--- config.mk ---
export PLATFORM = sky130hd
export DESIGN_NAME = mem_port_arbiter
export DESIGN_NICKNAME = d
export VERILOG_FILES = /design/src/rtl/mem_port_arbiter.sv
export SDC_FILE = /design/constraint.sdc
export NUM_CORES = 1
export LEC_CHECK = 0
export BUFFER_PORTS_ARGS = -buffer_cell sky130_fd_sc_hd__clkbuf_2
export CORE_AREA = 2 2 99 101
export CTS_CLUSTER_SIZE = 25
export DETAILED_ROUTE_END_ITERATION = 6
export DIE_AREA = 0 0 101 103
export GPL_ROUTABILITY_DRIVEN = 1
export PLACE_DENSITY = 0.73
export SLEW_MARGIN = 20
export SYNTH_ARGS = -nofsm -noshare
export SYNTH_HDL_FRONTEND = slang
export SYNTH_SLANG_ARGS = --single-unit
--- constraint.sdc ---
create_clock -name clk_i -period 3.7 [get_ports clk_i]
set_input_delay 0.185 -clock clk_i [delete_from_list [all_inputs] [get_ports clk_i]]
set_output_delay 0.185 -clock clk_i [all_outputs]
set_load 0.1 [all_outputs]
--- src/rtl/mem_port_arbiter.sv ---
// Two-port arbiter (instruction fetch + data) onto one single-port memory.
// Data wins by default; a fetch stalled MaxWait cycles in a row is forced through.
module mem_port_arbiter #(
  parameter int AddrWidth = 15,
  parameter int DataWidth = 32,
  parameter int MaxWait   = 4
) (
  input  logic                   clk_i,
  input  logic                   rst_i,
  input  logic                   ireq_i,
  input  logic [AddrWidth-1:0]   iaddr_i,
  output logic                   igrant_o,
  output logic                   irvalid_o,
  output logic [DataWidth-1:0]   irdata_o,
  input  logic                   dreq_i,
  input  logic [AddrWidth-1:0]   daddr_i,
  input  logic                   dwe_i,
  input  logic [DataWidth/8-1:0] dstrb_i,
  input  logic [DataWidth-1:0]   dwdata_i,
  output logic                   dgrant_o,
  output logic                   drvalid_o,
  output logic [DataWidth-1:0]   drdata_o,
  output logic                   mem_req_o,
  output logic [AddrWidth-1:0]   mem_addr_o,
  output logic                   mem_we_o,
  output logic [DataWidth/8-1:0] mem_strb_o,
  output logic [DataWidth-1:0]   mem_wdata_o,
  input  logic [DataWidth-1:0]   mem_rdata_i,
  output logic [31:0]            stall_cnt_o
);

  typedef enum logic [1:0] {OWN_NONE, OWN_INSTR, OWN_DATA} owner_e;

  owner_e      owner_q, owner_d;
  logic [3:0]  wait_q, wait_d;
  logic [31:0] stall_q;
  logic        starve, igrant, dgrant, stalled;

  // Grants are purely combinational; reset masks them so nothing reaches memory.
  always_comb begin
    starve = (wait_q == 4'(MaxWait));
    igrant = 1'b0;
    dgrant = 1'b0;
    if (!rst_i) begin
      if (dreq_i && !(ireq_i && starve)) dgrant = 1'b1;
      else if (ireq_i)                   igrant = 1'b1;
    end
  end

  assign stalled = (ireq_i & ~igrant) | (dreq_i & ~dgrant);

  always_comb begin
    wait_d = 4'd0;
    if (ireq_i && !igrant)
      wait_d = starve ? wait_q : wait_q + 4'd1;
    owner_d = OWN_NONE;
    if (igrant)      owner_d = OWN_INSTR;
    else if (dgrant) owner_d = OWN_DATA;
  end

  always_ff @(posedge clk_i or posedge rst_i) begin
    if (rst_i) begin
      owner_q <= OWN_NONE;
      wait_q  <= 4'd0;
      stall_q <= 32'd0;
    end else begin
      owner_q <= owner_d;
      wait_q  <= wait_d;
      if (stalled && stall_q != 32'hFFFF_FFFF) stall_q <= stall_q + 32'd1;
    end
  end

  always_comb begin
    mem_addr_o  = '0;
    mem_we_o    = 1'b0;
    mem_strb_o  = '0;
    mem_wdata_o = '0;
    if (igrant) begin
      mem_addr_o  = iaddr_i;
    end else if (dgrant) begin
      mem_addr_o  = daddr_i;
      mem_we_o    = dwe_i;
      mem_strb_o  = dstrb_i;
      mem_wdata_o = dwdata_i;
    end
  end

  assign igrant_o    = igrant;
  assign dgrant_o    = dgrant;
  assign mem_req_o   = igrant | dgrant;
  assign irvalid_o   = (owner_q == OWN_INSTR);
  assign drvalid_o   = (owner_q == OWN_DATA);
  assign irdata_o    = irvalid_o ? mem_rdata_i : '0;
  assign drdata_o    = drvalid_o ? mem_rdata_i : '0;
  assign stall_cnt_o = stall_q;

endmodule

==> results.md, run 1 <==
- Post-synthesis net count: around 420
- Synthesis-stage register bit count: 38
- Die Y: between 100 and 150 µm
- RSZ-0062 raised after global routing: no
- Hold Crit Class: in -> async
- Met2 usage: 0.2744
- # IOs: approximately 260
- Final Hold Fails: 0
- Crit-path max FO: 18
- CORE AREA: between 0.009 and 0.01 mm²
- Syn-to-layout area delta: 54.67%
- Post-DR vias/cell: between 4 and 5
- CTS tree: yes
- Critical path type: reg -> out
- Via count of the first global-routing pass: ~2.6k
- CP required: 3510 ps
- Setup-failing EPs final: 0
- Die footprint: approximately 0.010 mm²
- Reg clk slew, reported paths: 80 ps
- Yosys warns: 0
- Sequential area share after synthesis: 0.3483
- Pins Over Slew Limit: 0
- Leakage power: 0.002450 µW
- Fmax: 331.0 MHz
- Clock skew: 6.697 ps
- Post-Synthesis Cells: 309
- Routed len/inst: between 10 and 15 µm
- CTS resizes: 0
- Leading cell type in the layout, fill and taps excluded: clkbuf_2
- Clock sink count: 38
- FF-to-FF path depth: 7
- Routed Antenna Nets: 0
- Setup slack, reg-to-reg: roughly 1400 ps
- First-pass GRT wire length: between 10 and 15 mm
- Primary FF master, synth: dfrtp_1
- Antenna violations before repair: 2
- Grt peak-use layer: met2
- HPWL after DPL: 7.335 mm
- Met3 Track Usage GR: 0.03864
- RePlAce Congestion: ~0.84
- Highest-count cells in the layout ignoring fill and taps: clkbuf_2 (255), and2_1 (101), dfrtp_1 (38), xor2_1 (18), nand4_1 (16)
- Starting DRT DRC Count: ~90
- Power Total: 1789 µW
- Std cell rows: 36
- Worst EP arrival: about 2800 ps
- Syn Std Cell Area: 0.002730 mm²
- Total Wirelength: around 9 mm
- Layout fillers: between 900 and 1k
- Post-CTS Hold Fix Bufs: 0
- Worst setup EP type: primary output
- Peak VDD IR: 424.4 µV
- Grt total ovfl: 0
- Vias: 3,149
- Die Width: slightly above 100 µm
- Largest net degree at the start of global routing: 54
- Least-Margin Pin Slew: 627.4 ps
- Pre-Repair DR Iteration Count: 4
- Reg2Reg Launch Point: wait_q[0]
- Rel. slew slack: 0.5817
- MaxCap Viol Count: 0
- Remaining routing DRC violations: 0
- Input/output buffers: 255
- Gr usage total: 0.1545
- Clk root buf: clkbuf_8
- Yosys cell types: 34
- Min Tclk post-route: between 3000 and 4000 ps
- RR Endpoint: wait_q[3]
- Status: complete, no violations
- Starting density of the core: 0.2886
- Fin Setup TNS: 0 ps
- Tcrit/Tclk final: 0.8165
- Num CTS Buffers: 5
- Worst Setup Start Kind: register
- Mean Syn Cell Area: 8.835 µm²
- Skew-Pair Late Insertion Delay: about 300 ps
- # H-tree levels: 2
- EDFF count, synth: 0
- Pwr Density: 423.6 mW/mm²
- Layout cells sized above 1: 0.4911
- Met1 Use GR: 0.1882
- Clock tree buffer depth: 2
- Post-CTS Setup Bufs: 0
- Synth async-reset ratio: 1.000
- Fin nets: 665
## metal layers
metal | part of all wire | wire [µm] | vias to the layer above
met5 | 0 | 0 | -
met4 | 0.0077 | 70 | 0
met3 | 0.076 | 688 | 5
met2 | 0.50 | 4562 | 150
met1 | 0.41 | 3771 | 1448
li1 | - | - | 1546
## cells in the mapped netlist (2+ instances only)
library cell | count | share of area
and2_1 | 101 | 0.23
dfrtp_1 | 38 | 0.35
xor2_1 | 18 | 0.058
nand4_1 | 16 | 0.037
a22o_1 | 15 | 0.048
clkbuf_1 | 14 | 0.019
nand2_1 | 14 | 0.019
xnor2_1 | 14 | 0.045
nor2_1 | 13 | 0.018
nor3_1 | 12 | 0.022
nand3_1 | 10 | 0.018
inv_1 | 8 | 0.011
nor4_1 | 4 | 0.0092
and4_1 | 3 | 0.0096
ha_1 | 3 | 0.014
a211oi_1 | 2 | 0.0055
and3_1 | 2 | 0.0046
nand2b_1 | 2 | 0.0046
nor2b_1 | 2 | 0.0046
nor4_4 | 2 | 0.016
o21ai_0 | 2 | 0.0037
or4_1 | 2 | 0.0055
## layout make-up
cell class                 count  area, µm²  share of cell area
tap                          114      142.6             0.03378
multi-input combinational    247       1693              0.4009
antenna                        2      5.005            0.001185
clock inverter                 2      12.51            0.002963
timing repair buffer         259       1306              0.3093
inverter                       8      30.03            0.007111
sequential                    38      950.9              0.2252
clock buffer                   6      82.58             0.01956
## flip-flops by register name (all words and copies together) (netlist names)
name / count
owner_q: 2
stall_cnt_o: 32
wait_q: 4
## cell families after synthesis
logic type / share of synthesized area
muxes: 0.003667
DFF: 0.3483
buffers and inverters: 0.03620
xor gates and xnor gates: 0.1027
adders and majority gates: 0.01742
and+or+nand+nor: 0.4203
AOI/OAI and AO/OA: 0.07150
## per-stage QoR
stage	worst slack (ps)	utilization	area (µm²)	std cells	hold WS [ps]
6_report	678.9	0.4464	4223	676	119.5
3_3_place_gp	1148	0.4358	4123	666	443.4
5_1_grt	474.6	0.4459	4218	674	187.9
3_5_place_dp	1024	0.4358	4123	666	461.2
4_1_cts	687.7	0.4459	4218	674	138.8
2_1_floorplan	40.50	-	2730	309	257.4
## worst max path at each step
stage | endpoint | startpoint | slack, ps | cells after the start
finish | mem_addr_o[13] | wait_q[0] | 680 | 7
CTS | mem_addr_o[13] | wait_q[0] | 690 | 7
global placement | mem_addr_o[13] | wait_q[0] | 1150 | 7
detailed placement | mem_addr_o[13] | wait_q[0] | 1020 | 7
global route | mem_addr_o[13] | wait_q[0] | 470 | 7
floorplan | mem_addr_o[10] | rst_i | 40 | 5
## report_power, final
part | total [µW] | internal [µW] | leakage, µW | switching, µW
clock | 308 | 150 | 0.0000472 | 158
combinational | 964 | 165 | 0.00189 | 799
sequential | 517 | 454 | 0.000509 | 63.1
total | 1790 | 768 | 0.00245 | 1020
## worst max-delay path, stage by stage, from the launching register on
cell	delay (ps)
dfrtp_1	400
inv_1	100
ha_1	160
nand2b_1	70
nor2_1	420
o211a_1	620
a22o_1	280
clkbuf_2	470
No activity file was read; power rests on OpenSTA's default activity.
==> run 2, diff against run 1 <==
Settings changed: PLACE_DENSITY 0.73 to 0.76.
Clock period 3.7 ns to 2.43 ns, I/O delays scaled along.
==> results.md, run 2 (same netlist as run 1, synthesis figures left out) <==
- Layout fillers: 706 (-23%)
- Switching power: 1582 µW (+55%)
- Setup-failing EPs final: 0 (unchanged)
- # H-tree levels: 2 (unchanged)
- Pre-Repair DR Iteration Count: 4 (unchanged)
- Sequential power share: 0.260 (-0.029)
- Routed len/inst: 16.80 µm (+25%)
- Max FFs per register: 32 (unchanged)
- RePlAce Congestion: 0.8649 (+3.2%)
- Worst EP arrival: 2180 ps (-660 ps)
- Worst Setup Start Kind: register
- First-pass GRT wire length: 16.51 mm (+31%)
- Reg clk slew, reported paths: 70 ps (about the same)
- Tcrit/Tclk final: 0.9458
- Antenna violations before repair: 0 (-2)
- Clock skew: 10.74 ps (+4.044 ps)
- Gr usage total: 0.2004 (+0.04594)
- Routed Antenna Nets: 0 (unchanged)
- Total Wirelength: 11.43 mm (+26%)
- Worst setup EP type: primary output
- MaxCap Viol Count: 0 (unchanged)
- Clk root buf: clkbuf_8
- Internal cell power: 1464 µW (+91%)
- Remaining routing DRC violations: 0 (unchanged)
- Metal-1 WL: 4.138 mm (+9.7%)
- Fin nets: 671 (+0.90%)
- Die Width: 101 µm (unchanged)
- RR Endpoint: stall_cnt_o[9]
- Pins Over Slew Limit: 0 (unchanged)
- FF-to-FF path depth: 6 (-1)
- Layout cells sized above 1: 0.6343 (+0.1432)
- Via count of the first global-routing pass: 3,175 (+20%)
- CTS tree: yes
- Least-Margin Pin Slew: 582.6 ps (-44.86 ps)
- Grt total ovfl: 0 (unchanged)
- Reg2Reg Launch Point: stall_cnt_o[0]
- Die Y: 103 µm (unchanged)
- Rel. slew slack: 0.6133 (+0.03156)
- Min Tclk post-route: between 2000 and 2500 ps
- Setup slack, reg-to-reg: 310 ps (-1130 ps)
- WL met2: 6.185 mm (+36%)
- Num CTS Buffers: 5 (unchanged)
- Clk pwr share: 0.145 (-0.027)
- Vias: 3,280 (+4.2%)
- Starting DRT DRC Count: 111 (+22%)
- Leading cell type in the layout, fill and taps excluded: clkbuf_2
- Antenna Cells: 0 (-2)
- # IOs: 256 (unchanged)
- Fin Setup TNS: 0 ps (unchanged)
- CP required: 2310 ps (-1200 ps)
- Clock sink count: 38 (unchanged)
- CORE AREA: 0.009459 mm² (unchanged)
- Power Total: 3046 µW (+70%)
- Die footprint: 0.01040 mm² (unchanged)
- Starting density of the core: 0.2886 (unchanged)
- Syn-to-layout area delta: 127.3%
- Critical path type: reg -> out
- Std cell rows: 36 (unchanged)
- Fmax: 435.1 MHz
- Final Hold Fails: 0 (unchanged)
- Switching power share of the total: 0.5194 (-0.05105)
- Clock tree buffer depth: 2 (unchanged)
- HPWL after DPL: 9.468 mm (+29%)
- Combinational Power Share: 0.595 (+0.056)
- Highest-count cells in the layout ignoring fill and taps: clkbuf_2 (135), buf_12 (121), and2_1 (64), dfrtp_2 (29), and2_2 (28)
- Input/output buffers: 255 (unchanged)
- Pwr Density: 490.8 mW/mm² (+16%)
- Post-DR vias/cell: 4.824 (+3.5%)
- Status: complete, no violations
- Largest net degree at the start of global routing: 54 (unchanged)
- Met3 wire length: 950 µm (+38%)
- Hold Crit Class: in -> async
- Peak VDD IR: 528.2 µV (+24%)
- Skew-Pair Late Insertion Delay: 290 ps (about the same)
- Leakage power: 0.002937 µW (+20%)
- RSZ-0062 raised after global routing: no
- Max Used Layer: met4
- Crit-path max FO: 27 (+9)
-- run 2: cell count changes in the layout (fill, tap and decap cells not counted), moves of 28 or more --
cell | before | now
clkbuf_2 | 255 | 135
buf_12 | 0 | 121
dfrtp_1 | 38 | 9
and2_1 | 101 | 64
and2_2 | 0 | 28
dfrtp_2 | 0 | 29
-- run 2: worst max-delay path by stage --
stage / start / cells after the start / slack, ps / to
floorplan: wait_q[0] / 8 / 2 / mem_addr_o[12]
global placement: wait_q[0] / 7 / 410 / mem_addr_o[0]
detailed placement: stall_cnt_o[0] / 6 / 310 / stall_cnt_o[9]
CTS: wait_q[0] / 7 / 70 / mem_addr_o[0]
global route: wait_q[0] / 10 / 10 / mem_addr_o[14]
finish: wait_q[0] / 10 / 130 / mem_addr_o[0]
-- run 2: power groups by stage --
stage	sequential (µW)	combinational, µW	clock, µW
finish	792	1810	440
global route	802	1880	489
CTS	790	1810	450
detailed placement	803	1810	0
global placement	796	1780	0
floorplan	1170	843	0
-- run 2: what timing repair did --
action                     in CTS  in global routing
setup buffers                   0                  2
setup endpoints to repair       0                 15
resized for setup               0                  1
hold buffers                    0                  0
-- run 2: cell type report --
class / count / area [µm²] / area share
repair buffers: 265 / 3187 / 0.5135
multi-input cells: 247 / 1765 / 0.2845
flip-flops and latches: 38 / 987.2 / 0.1591
well taps: 114 / 142.6 / 0.02298
clock buffers: 8 / 90.09 / 0.01452
inverters: 8 / 33.78 / 0.005444
-- run 2: metal layers --
layer,global-route usage,up-vias
met5,0,-
met4,0.04158,0
met3,0.06983,14
met2,0.3646,152
met1,0.2282,1551
li1,-,1563
-- run 2: through the flow --
step | area [µm²] | hold slack [ps] | instances | setup slack [ps] | util
detailed placement | 6065 | 394.7 | 668 | 312.2 | 0.6411
global route | 6206 | 126.0 | 680 | 13.87 | 0.6561
CTS | 6155 | 87.14 | 676 | 68.50 | 0.6507
finish | 6206 | 74.74 | 680 | 131.6 | 0.6561
global placement | 6065 | 372.2 | 668 | 407.5 | 0.6411
floorplan | 2853 | 90.78 | 309 | 2.456 | -
-- run 2: critical path, stage by stage (launching register included) --
cell	delay (ps)
dfrtp_1	390
inv_1	80
ha_1	190
nand2b_1	80
nor2_1	60
buf_4	160
a211oi_4	210
buf_4	150
buf_12	150
a22o_1	220
buf_12	190
